`config.mk`:
```
export PLATFORM = sky130hd
export DESIGN_NAME = id_ex_stage
export DESIGN_NICKNAME = d
export VERILOG_FILES = /design/src/rtl/id_ex_stage_pkg.sv /design/src/rtl/id_ex_stage_load_use_detect.sv /design/src/rtl/id_ex_stage.sv
export SDC_FILE = /design/constraint.sdc
export NUM_CORES = 1
export LEC_CHECK = 0
export CAP_MARGIN = 0
export CORE_AREA = 2 2 146 148
export DETAILED_ROUTE_END_ITERATION = 12
export DIE_AREA = 0 0 148 150
export PLACE_DENSITY = 0.73
export SETUP_SLACK_MARGIN = 0.02
export SYNTH_ARGS = -nofsm -noshare
export SYNTH_HDL_FRONTEND = slang
export SYNTH_SLANG_ARGS = --single-unit
```
`constraint.sdc`:
```
create_clock -name clk -period 2.5 [get_ports clk]
set_clock_uncertainty 0.05 [all_clocks]
set_input_delay 0.375 -clock clk [delete_from_list [all_inputs] [get_ports clk]]
set_output_delay 0.375 -clock clk [all_outputs]
set_load 0.02 [all_outputs]
```
`src/rtl/id_ex_stage_pkg.sv`:
```
// Shared definitions for the ID/EX pipeline slice: control-bundle bit map,
// ALU op classes and immediate source encodings.
package id_ex_stage_pkg;

   localparam int CTRL_W            = 16;
   localparam int CTRL_REGWRITE     = 15;
   localparam int CTRL_MEMTOREG     = 14;
   localparam int CTRL_JAL          = 13;
   localparam int CTRL_MEMREAD      = 12;
   localparam int CTRL_MEMWRITE     = 11;
   localparam int CTRL_ISBRANCH     = 10;
   localparam int CTRL_ALUSRC       = 9;
   localparam int CTRL_BRANCHTYPE   = 8;
   localparam int CTRL_JALR         = 7;
   localparam int CTRL_ALUOP_MSB    = 6;
   localparam int CTRL_ALUOP_LSB    = 4;
   localparam int CTRL_MEMSIZE_MSB  = 3;
   localparam int CTRL_MEMSIZE_LSB  = 2;
   localparam int CTRL_LOADSIZE_MSB = 1;
   localparam int CTRL_LOADSIZE_LSB = 0;

   typedef enum logic [2:0] {
      ALU_OP_R      = 3'b000,
      ALU_OP_I      = 3'b001,
      ALU_OP_S      = 3'b010,
      ALU_OP_JAL    = 3'b011,
      ALU_OP_LOAD   = 3'b100,
      ALU_OP_BRANCH = 3'b101,
      ALU_OP_U      = 3'b111
   } alu_op_e;

   typedef enum logic [2:0] {
      IMM_SRC_I = 3'b000,
      IMM_SRC_S = 3'b001,
      IMM_SRC_B = 3'b010,
      IMM_SRC_U = 3'b011,
      IMM_SRC_J = 3'b100
   } imm_src_e;

endpackage

```
`src/rtl/id_ex_stage_load_use_detect.sv`:
```
// Combinational load-use hazard check between the instruction in ID and a
// load currently occupying EX.
module load_use_detect (
   input  logic       id_valid,
   input  logic       ex_valid,
   input  logic       ex_mem_read,
   input  logic [4:0] ex_rd,
   input  logic [4:0] id_rs1,
   input  logic [4:0] id_rs2,
   output logic       hz
);

   // x0 is hardwired zero, so a load targeting it can never feed a consumer
   assign hz = id_valid & ex_valid & ex_mem_read & (ex_rd != 5'd0) &
               ((ex_rd == id_rs1) | (ex_rd == id_rs2));

endmodule

```
`src/rtl/id_ex_stage.sv`:
```
// ID/EX pipeline register with hold/flush/bubble handling and saturating
// stall and flush event counters.
module id_ex_stage
   import id_ex_stage_pkg::*;
#(
   parameter int XLEN  = 32,
   parameter int CNT_W = 16
) (
   input  logic              clk,
   input  logic              rst_n,
   input  logic              id_valid,
   input  logic [CTRL_W-1:0] id_ctrl,
   input  logic [XLEN-1:0]   id_pc,
   input  logic [XLEN-1:0]   id_rs1_data,
   input  logic [XLEN-1:0]   id_rs2_data,
   input  logic [XLEN-1:0]   id_imm,
   input  logic [4:0]        id_rs1,
   input  logic [4:0]        id_rs2,
   input  logic [4:0]        id_rd,
   input  logic [2:0]        id_funct3,
   input  logic [6:0]        id_funct7,
   input  logic              ex_hold,
   input  logic              ex_flush,
   output logic              stall_id,
   output logic              ex_valid,
   output logic [CTRL_W-1:0] ex_ctrl,
   output logic [XLEN-1:0]   ex_pc,
   output logic [XLEN-1:0]   ex_rs1_data,
   output logic [XLEN-1:0]   ex_rs2_data,
   output logic [XLEN-1:0]   ex_imm,
   output logic [4:0]        ex_rs1,
   output logic [4:0]        ex_rs2,
   output logic [4:0]        ex_rd,
   output logic [2:0]        ex_funct3,
   output logic [6:0]        ex_funct7,
   output logic [CNT_W-1:0]  bubble_cnt,
   output logic [CNT_W-1:0]  flush_cnt
);

   logic hz;

   load_use_detect u_load_use_detect (
      .id_valid    (id_valid),
      .ex_valid    (ex_valid),
      .ex_mem_read (ex_ctrl[CTRL_MEMREAD]),
      .ex_rd       (ex_rd),
      .id_rs1      (id_rs1),
      .id_rs2      (id_rs2),
      .hz          (hz)
   );

   // a flush discards the ID instruction, so its hazard must not freeze fetch
   assign stall_id = (hz & ~ex_flush) | ex_hold;

   always_ff @(posedge clk or negedge rst_n) begin
      if (!rst_n) begin
         ex_valid    <= 1'b0;
         ex_ctrl     <= '0;
         ex_pc       <= '0;
         ex_rs1_data <= '0;
         ex_rs2_data <= '0;
         ex_imm      <= '0;
         ex_rs1      <= '0;
         ex_rs2      <= '0;
         ex_rd       <= '0;
         ex_funct3   <= '0;
         ex_funct7   <= '0;
         bubble_cnt  <= '0;
         flush_cnt   <= '0;
      end else if (ex_hold) begin
         ex_valid <= ex_valid;
      end else if (ex_flush || hz) begin
         ex_valid    <= 1'b0;
         ex_ctrl     <= '0;
         ex_pc       <= '0;
         ex_rs1_data <= '0;
         ex_rs2_data <= '0;
         ex_imm      <= '0;
         ex_rs1      <= '0;
         ex_rs2      <= '0;
         ex_rd       <= '0;
         ex_funct3   <= '0;
         ex_funct7   <= '0;
         if (ex_flush) begin
            if (flush_cnt != '1) flush_cnt <= flush_cnt + CNT_W'(1);
         end else begin
            if (bubble_cnt != '1) bubble_cnt <= bubble_cnt + CNT_W'(1);
         end
      end else begin
         ex_valid    <= id_valid;
         ex_ctrl     <= id_valid ? id_ctrl : '0;
         ex_pc       <= id_pc;
         ex_rs1_data <= id_rs1_data;
         ex_rs2_data <= id_rs2_data;
         ex_imm      <= id_imm;
         ex_rs1      <= id_rs1;
         ex_rs2      <= id_rs2;
         ex_rd       <= id_rd;
         ex_funct3   <= id_funct3;
         ex_funct7   <= id_funct7;
      end
   end

endmodule

```
Word level (Yosys, flattened, before mapping)
Cells that the tools add are included.
{ "classes": {"n_bitwise": 9, "muxes": 12, "n_addsub": 2, "reduce_logical": 4, "eq_ne": 4} }
{ "ops": {"columns": ["op", "n"], "rows": [
  ["32-bit 2-to-1 mux", 4],
  ["16-bit by 1-bit adder with 16-bit output (second input constant)", 2],
  ["16-bit 2-to-1 mux", 2],
  ["16-bit != test (second input constant)", 2],
  ["5-bit 2-to-1 mux", 3],
  ["5-bit == test", 2],
  ["4-bit AND reduction", 2],
  ["7-bit 2-to-1 mux", 1],
  ["1-bit bitwise AND", 5],
  ["5-bit nonzero test", 1],
  ["3-bit 2-to-1 mux", 1],
  ["1-bit inverter", 2],
  ["1-bit OR", 2],
  ["1-bit logical OR", 1],
  ["1-bit 2-to-1 mux", 1]
]} }
{ "word_totals": {"output_inout_bits": 203, "wordCells": 44, "in_bits": 174, "ff_bits": 202} }

Longest topological paths before layout
Gate-level depths: netlist (run 1).
{ "logic_depth": {"word_depth": 6, "ltp_mapped": 9} }

Modules after synthesis
Synthesis (run 1) repeated with hierarchy kept, for this count alone.
{ "unflattened": {"cells_unflattened": 544, "area_unflattened_um2": 7627.3} }
{ "modules_own_cells": {"columns": ["module", "cells_each", "seq_area_each_um2", "instances", "area_per_inst_um2"], "rows": [
  ["id_ex_stage", 527, 5054.8, 1, 7498.4],
  ["load_use_detect", 17, 0.0, 1, 128.9]
]} }

Worst setup path before layout (run 1)
No wires, ideal clock.
{ "synth_timing": {"path_kind": "register to register", "from": "reg ex_rd[0]", "to": "reg ex_imm[0]", "arrival_time_ns": 1.980, "n_path_buf": 3, "path_stages_with_launch": 9, "path_slack_ns": 0.404, "synth_period_minus_slack_ns": 2.096, "path_cell_list": "dfrtp_1 > or4_1 > o2111ai_1 > nand2b_1 > nor2b_1 > buf_4 > buf_8 > buf_6 > a22o_1"} }
{ "synth_between": {"elab_chain_len": 5} }
{ "synth_lines": {"columns": ["element", "line", "text"], "rows": [
  ["start: declaration", "id_ex_stage.sv:33", "output logic [4:0] ex_rd,"],
  ["start signal: assignment", "id_ex_stage.sv:98", "ex_rd <= id_rd;"],
  ["5-bit == test or 5-bit nonzero test (tied branches)", "id_ex_stage_load_use_detect.sv:15, id_ex_stage_load_use_detect.sv:14", null],
  ["1-bit OR or 1-bit bitwise AND (tied branches)", "id_ex_stage_load_use_detect.sv:15, id_ex_stage_load_use_detect.sv:14", null],
  ["1-bit bitwise AND (*)", "id_ex_stage_load_use_detect.sv:14", "assign hz = id_valid & ex_valid & ex_mem_read & (ex_rd != 5'd0) &"],
  ["1-bit logical OR (*)", "id_ex_stage.sv:72", "end else if (ex_flush || hz) begin"],
  ["32-bit 2-to-1 mux (*)", "id_ex_stage.sv:72", null],
  ["end signal: assignment", "id_ex_stage.sv:95", "ex_imm <= id_imm;"],
  ["end: declaration", "id_ex_stage.sv:30", "output logic [XLEN-1:0] ex_imm,"]
]} }
Mark *: on every way between the ends. The rest lies on a longest branch, timed or not.
A chain may end at the register's enable or synchronous reset.

Worst setup path in the final report (run 1)
{ "layout_timing": {"from": "reg ex_rd[4]", "to": "out stall_id"} }
{ "layout_between": {"elab_chain_len": 5} }
{ "layout_lines": {"columns": ["element", "line", "text"], "rows": [
  ["5-bit == test or 5-bit nonzero test (tied branches)", "id_ex_stage_load_use_detect.sv:15, id_ex_stage_load_use_detect.sv:14", null],
  ["1-bit OR or 1-bit bitwise AND (tied branches)", "id_ex_stage_load_use_detect.sv:15, id_ex_stage_load_use_detect.sv:14", null],
  ["1-bit bitwise AND (*)", "id_ex_stage_load_use_detect.sv:14", null],
  ["1-bit bitwise AND (*)", "id_ex_stage.sv:53", "assign stall_id = (hz & ~ex_flush) | ex_hold;"],
  ["1-bit OR (*)", "id_ex_stage.sv:53", null],
  ["end: declaration", "id_ex_stage.sv:24", "output logic stall_id,"]
]} }
Marks and branches as above.

==> metrics list, run 1 <==
* Clock transition time at the flip-flop clock pins of the worst setup and hold paths: 0.06 ns
* Number of optimization iterations in the first detailed-route pass: 4
* Post-detailed-route count of antenna-violating nets: 0
- After filler insertion, the fill cell instance count of the layout stands at 1646.
- Total Neg Setup Slack: 0 ns
* Cts bufs inserted: 23
- Of the total power, the share spent switching nets is 25.51%.
* Type of the worst setup path: flip-flop to primary output
* Maximum number of pins on one net before global-route repair: 170
- The run finished with clean final reports.
- Final Hold Slack: 0.1452 ns
* Number of core rows: 53
* Number of flops mapped to enable cells by yosys: 0
- Final critical path time including I/O delays and setup: 2.438 ns
- The number of different library cells used by synthesis comes to 36.
* Routed Wire Length: 23290 um
* Number of endpoints with negative hold slack in the final report: 0
- For this run, the leading register cell type out of synthesis is sky130_fd_sc_hd__dfrtp_1.
- The post-route netlist has 7.479% of its cells at a drive strength greater than 1.
- During I/O placement, the number of pins put on the boundary was 377.
* Post-DR vias/cell: 5.028
- Mapped cell area: 0.007631 sq mm
* Synthesized area per cell: 14.24 sq um
* Upper clock frequency limit: 410.1 MHz
- For this design the ratio of total power to cell area is 697.1 mW/mm^2.
- After layout, the worst path uses 97.53% of the clock period.
- Buffers from clock root to sink, at most: 3
- Worst min-delay path class: input port to flip-flop
* Number of levels the H-tree was split into: 1
- Worst slew pin tran: 0.9281 ns
- Together, buffers and inverters on the worst path number 1.
* Unrepaired setup endpoints after global routing: yes
- Part of the power in registers: 42.3%
- Cell internal power was estimated by the tool at 6.532 mW.
- In this run the worst path has a maximum fanout of 2.
- Post-synth top area share: 66.24%
- For this run, the slowest stage of the critical path takes 0.54 ns.
- The worst-case IR drop observed on VDD is 0.0006175 V.
- From synthesis to final layout, the design area changed by 64.85%.
- The total area inside the core boundary comes to 0.02069 sq mm.
- The floorplan step defined a die boundary enclosing 0.02220 sq mm.
* Area leader, netlist: sky130_fd_sc_hd__dfrtp_1
- Biggest area contributors in the synthesized netlist: sky130_fd_sc_hd__dfrtp_1 66%, sky130_fd_sc_hd__a22o_1 18%, sky130_fd_sc_hd__xnor2_1 3.2%
* Cell type of the slowest stage on the worst timing path: sky130_fd_sc_hd__or4_4
- Counting every net in the synthesized netlist gives 712.
- After the flow finishes, the layout carries non-filler instances totaling 1212.
- Walking the worst path, the cells encountered are or4_4 > o2111ai_4 > nand2b_4 > o21bai_1 > buf_4.
- Power, Total: 8.769 mW
- DIE HEIGHT: 150 um
- The die is 148 um wide.
- CTS tree: yes
* Placed Cells: 1166
- At the worst endpoint, the arrival time is 2.01 ns.
- STA classifies the critical path endpoint as a primary output.
- Quantity of I/O buffers inserted on ports: 376
- After legalization and detailed placement, the total HPWL measured 16570 um.
- The synthesized design contains 202 register bits.
* Post-place instance area: 0.01172 sq mm
* Number of max-slew violations in the final report: 0
- The first global-routing pass estimated 35670 um of wire.
- Routed WL per cell: 19.21 um
- Setup violations remaining at the end of the flow were counted as 0.
* DRC marker count from the first detailed-route iteration: 297
- Routability Congestion: 0.7776
- The finished cells cover 0.01258 sq mm.
- Measured against its own limit, the worst slew margin works out to 38.13%.
* Cell family with most CP delay: simple AND/OR/NAND/NOR gates
- The total overflow left after global routing is 0.
* Static leakage: 5.537 nW
- Launching element type of the critical path: flip-flop
- Clk sinks: 202
* Antenna violations before repair: 1
- All-Layer GR Usage: 20.16%
* Fraction of registers with async set or reset after synthesis: 100.0%
* Relative contribution of combinational cells to total power: 19.4%
- Of the synthesized area, sequential elements account for 66.24%.
- Initial cell density of the core: 36.88%
* Data required time at the worst endpoint: 2.08 ns
* Sw power: 2.237 mW
- Post-route DRC violation count: 0
* Clock root buffer master: sky130_fd_sc_hd__clkbuf_16
* Number of cells produced by synthesis: 536
* Net count of the finished layout: 1098
- Count of vias placed by the detailed router: 6094
* Number of global-route vias before repair: 6319
* Count of warnings emitted by yosys: 0
- The tool flagged a number of max-cap violations equal to 0.
- Clock latency on the worst-skew pair, taken at its later pin, is 0.49 ns.
- Power share of the clock group: 38.3%
-- cell type report --
type	count	area, sq um	share of cell area (%)
well taps	275	344.1	2.735
multi-input cells	290	2351	18.69
repair buffers	403	4068	32.34
diodes	1	2.502	0.01989
clock buffers	32	639.4	5.083
inverters	2	7.507	0.05968
clock inverters	7	112.6	0.8952
flip-flops and latches	202	5055	40.18
-- cell usage after synthesis, types with 2 or more instances --
library cell                 n
sky130_fd_sc_hd__mux2_2      2
sky130_fd_sc_hd__buf_4       2
sky130_fd_sc_hd__buf_2       7
sky130_fd_sc_hd__a22o_1    154
sky130_fd_sc_hd__a32o_1     16
sky130_fd_sc_hd__nor2_1      9
sky130_fd_sc_hd__nand3_1    11
sky130_fd_sc_hd__xnor2_1    28
sky130_fd_sc_hd__xor2_1     11
sky130_fd_sc_hd__nor2b_1     3
sky130_fd_sc_hd__nand2_1    16
sky130_fd_sc_hd__inv_1       2
sky130_fd_sc_hd__buf_6      10
sky130_fd_sc_hd__ha_1        2
sky130_fd_sc_hd__clkbuf_1   21
sky130_fd_sc_hd__dfrtp_1   202
sky130_fd_sc_hd__nand2b_1    2
sky130_fd_sc_hd__and4_1      2
sky130_fd_sc_hd__nor3_1      8
sky130_fd_sc_hd__and3_1      6
sky130_fd_sc_hd__nand4_1     7
-- metrics by stage --
stage | setup slack, ns | utilization, %
2_1_floorplan | 0.4041 | -
3_3_place_gp | -0.2404 | 56.65
3_5_place_dp | -0.2337 | 56.65
4_1_cts | -0.007472 | 60.75
5_1_grt | -0.03960 | 60.80
6_report | 0.06167 | 60.80
-- worst reg2reg max path, stage by stage (launching register included) --
cell,delay [ns]
sky130_fd_sc_hd__dfrtp_1,0.37
sky130_fd_sc_hd__or4_4,0.55
sky130_fd_sc_hd__o2111ai_4,0.22
sky130_fd_sc_hd__nand2b_4,0.17
sky130_fd_sc_hd__buf_4,0.10
sky130_fd_sc_hd__nor2b_4,0.19
sky130_fd_sc_hd__buf_12,0.15
sky130_fd_sc_hd__buf_12,0.24
sky130_fd_sc_hd__a22o_1,0.19
-- power groups by stage --
stage	Combinational (mW)	Sequential (mW)	Clock (mW)
after global placement	1.69	3.75	0
after detailed placement	1.71	3.76	0
after CTS	1.73	3.71	3.46
after floorplan	0.383	4.06	0
after global routing	1.81	3.74	3.61
final	1.70	3.71	3.36
-- kinds of logic (layout without fill, tap and decap cells) --
| kind of cell | after synthesis | count (layout) | share of synthesized area [%] |
|---|---|---|---|
| flip-flops | 202 | 202 | 66.24 |
| AO/OA/AOI/OAI | 178 | 178 | 20.54 |
| AND/OR/NAND/NOR | 69 | 69 | 4.608 |
| buffers and inverters | 44 | 444 | 3.509 |
| XOR/XNOR | 39 | 39 | 4.476 |
| adder cells (fa/ha/maj) | 2 | 2 | 0.3279 |
| multiplexers | 2 | 2 | 0.2951 |
| other | 0 | 1 | 0 |
-- routing by layer --
metal	share of wire, %	vias up	wire, um	GRT usage (%)
li1	-	2807	-	-
met1	41	2987	9462	25.51
met2	49	263	11400	34.05
met3	8.1	37	1891	5.366
met4	2.3	0	532	6.000
met5	0	-	0	0
-- sequential cells by signal, summed over array words and instances (netlist names) --
| register | cells |
|---|---|
| ex_imm | 32 |
| ex_pc | 32 |
| ex_rs1_data | 32 |
| ex_rs2_data | 32 |
| bubble_cnt | 16 |
| ex_ctrl | 16 |
| flush_cnt | 16 |
| ex_funct7 | 7 |
| ex_rd | 5 |
| ex_rs1 | 5 |
| ex_rs2 | 5 |
| ex_funct3 | 3 |
| ex_valid | 1 |
-- final timing paths --
check | start | to | slack (ns) | cells past startpoint
setup / recovery | ex_rd[4]$_DFFE_PN0N_ | stall_id | 0.06 | 5
hold / removal | ex_hold | ex_rs2[4]$_DFFE_PN0N_ | 0.15 | 2
setup reg to reg | ex_rd[4]$_DFFE_PN0N_ | ex_rs1_data[13]$_DFFE_PN0N_ | 0.21 | 8
hold reg to reg | ex_ctrl[5]$_DFFE_PN0N_ | ex_ctrl[5]$_DFFE_PN0N_ | 0.44 | 1
max in group asynchronous | rst_n | ex_imm[10]$_DFFE_PN0N_ | 1.35 | 3
min in group asynchronous | rst_n | ex_rs2_data[15]$_DFFE_PN0N_ | 0.32 | 2
-- repair_timing --
| action | CTS | global route |
|---|---|---|
| pin swaps | 2 | 1 |
| buffers inserted | 4 | 1 |
| hold buffers | 1 | 0 |
| hold endpoints to repair | 30 | 0 |
| endpoints found under the setup margin | 160 | 1 |
| gates resized for setup | 10 | 0 |
-- cell usage in the layout (no fill, tap or decap), types with 2 or more instances in the layout --
cell type,n
sky130_fd_sc_hd__a22o_1,154
sky130_fd_sc_hd__a32o_1,16
sky130_fd_sc_hd__and3_1,6
sky130_fd_sc_hd__and4_1,2
sky130_fd_sc_hd__buf_12,8
sky130_fd_sc_hd__buf_4,20
sky130_fd_sc_hd__bufinv_16,3
sky130_fd_sc_hd__clkbuf_1,6
sky130_fd_sc_hd__clkbuf_16,23
sky130_fd_sc_hd__clkbuf_8,4
sky130_fd_sc_hd__clkdlybuf4s50_1,373
sky130_fd_sc_hd__clkinv_2,3
sky130_fd_sc_hd__dfrtp_1,202
sky130_fd_sc_hd__ha_1,2
sky130_fd_sc_hd__inv_1,2
sky130_fd_sc_hd__mux2_2,2
sky130_fd_sc_hd__nand2_1,16
sky130_fd_sc_hd__nand3_1,11
sky130_fd_sc_hd__nand4_1,7
sky130_fd_sc_hd__nor2_1,9
sky130_fd_sc_hd__nor2b_1,2
sky130_fd_sc_hd__nor3_1,8
sky130_fd_sc_hd__xnor2_1,28
sky130_fd_sc_hd__xor2_1,11
(Power assumes the default switching activity.)
==> run 2, diff against run 1 <==
--- a/config.mk
+++ b/config.mk
@@ -10,7 +10,6 @@
 export DETAILED_ROUTE_END_ITERATION = 12
 export DIE_AREA = 0 0 148 150
 export PLACE_DENSITY = 0.73
-export SETUP_SLACK_MARGIN = 0.02
 export SYNTH_ARGS = -nofsm -noshare
 export SYNTH_HDL_FRONTEND = slang
 export SYNTH_SLANG_ARGS = --single-unit
==> results of run 2 <==
The final DEF is identical to that of run 1; final timing and power are the same.
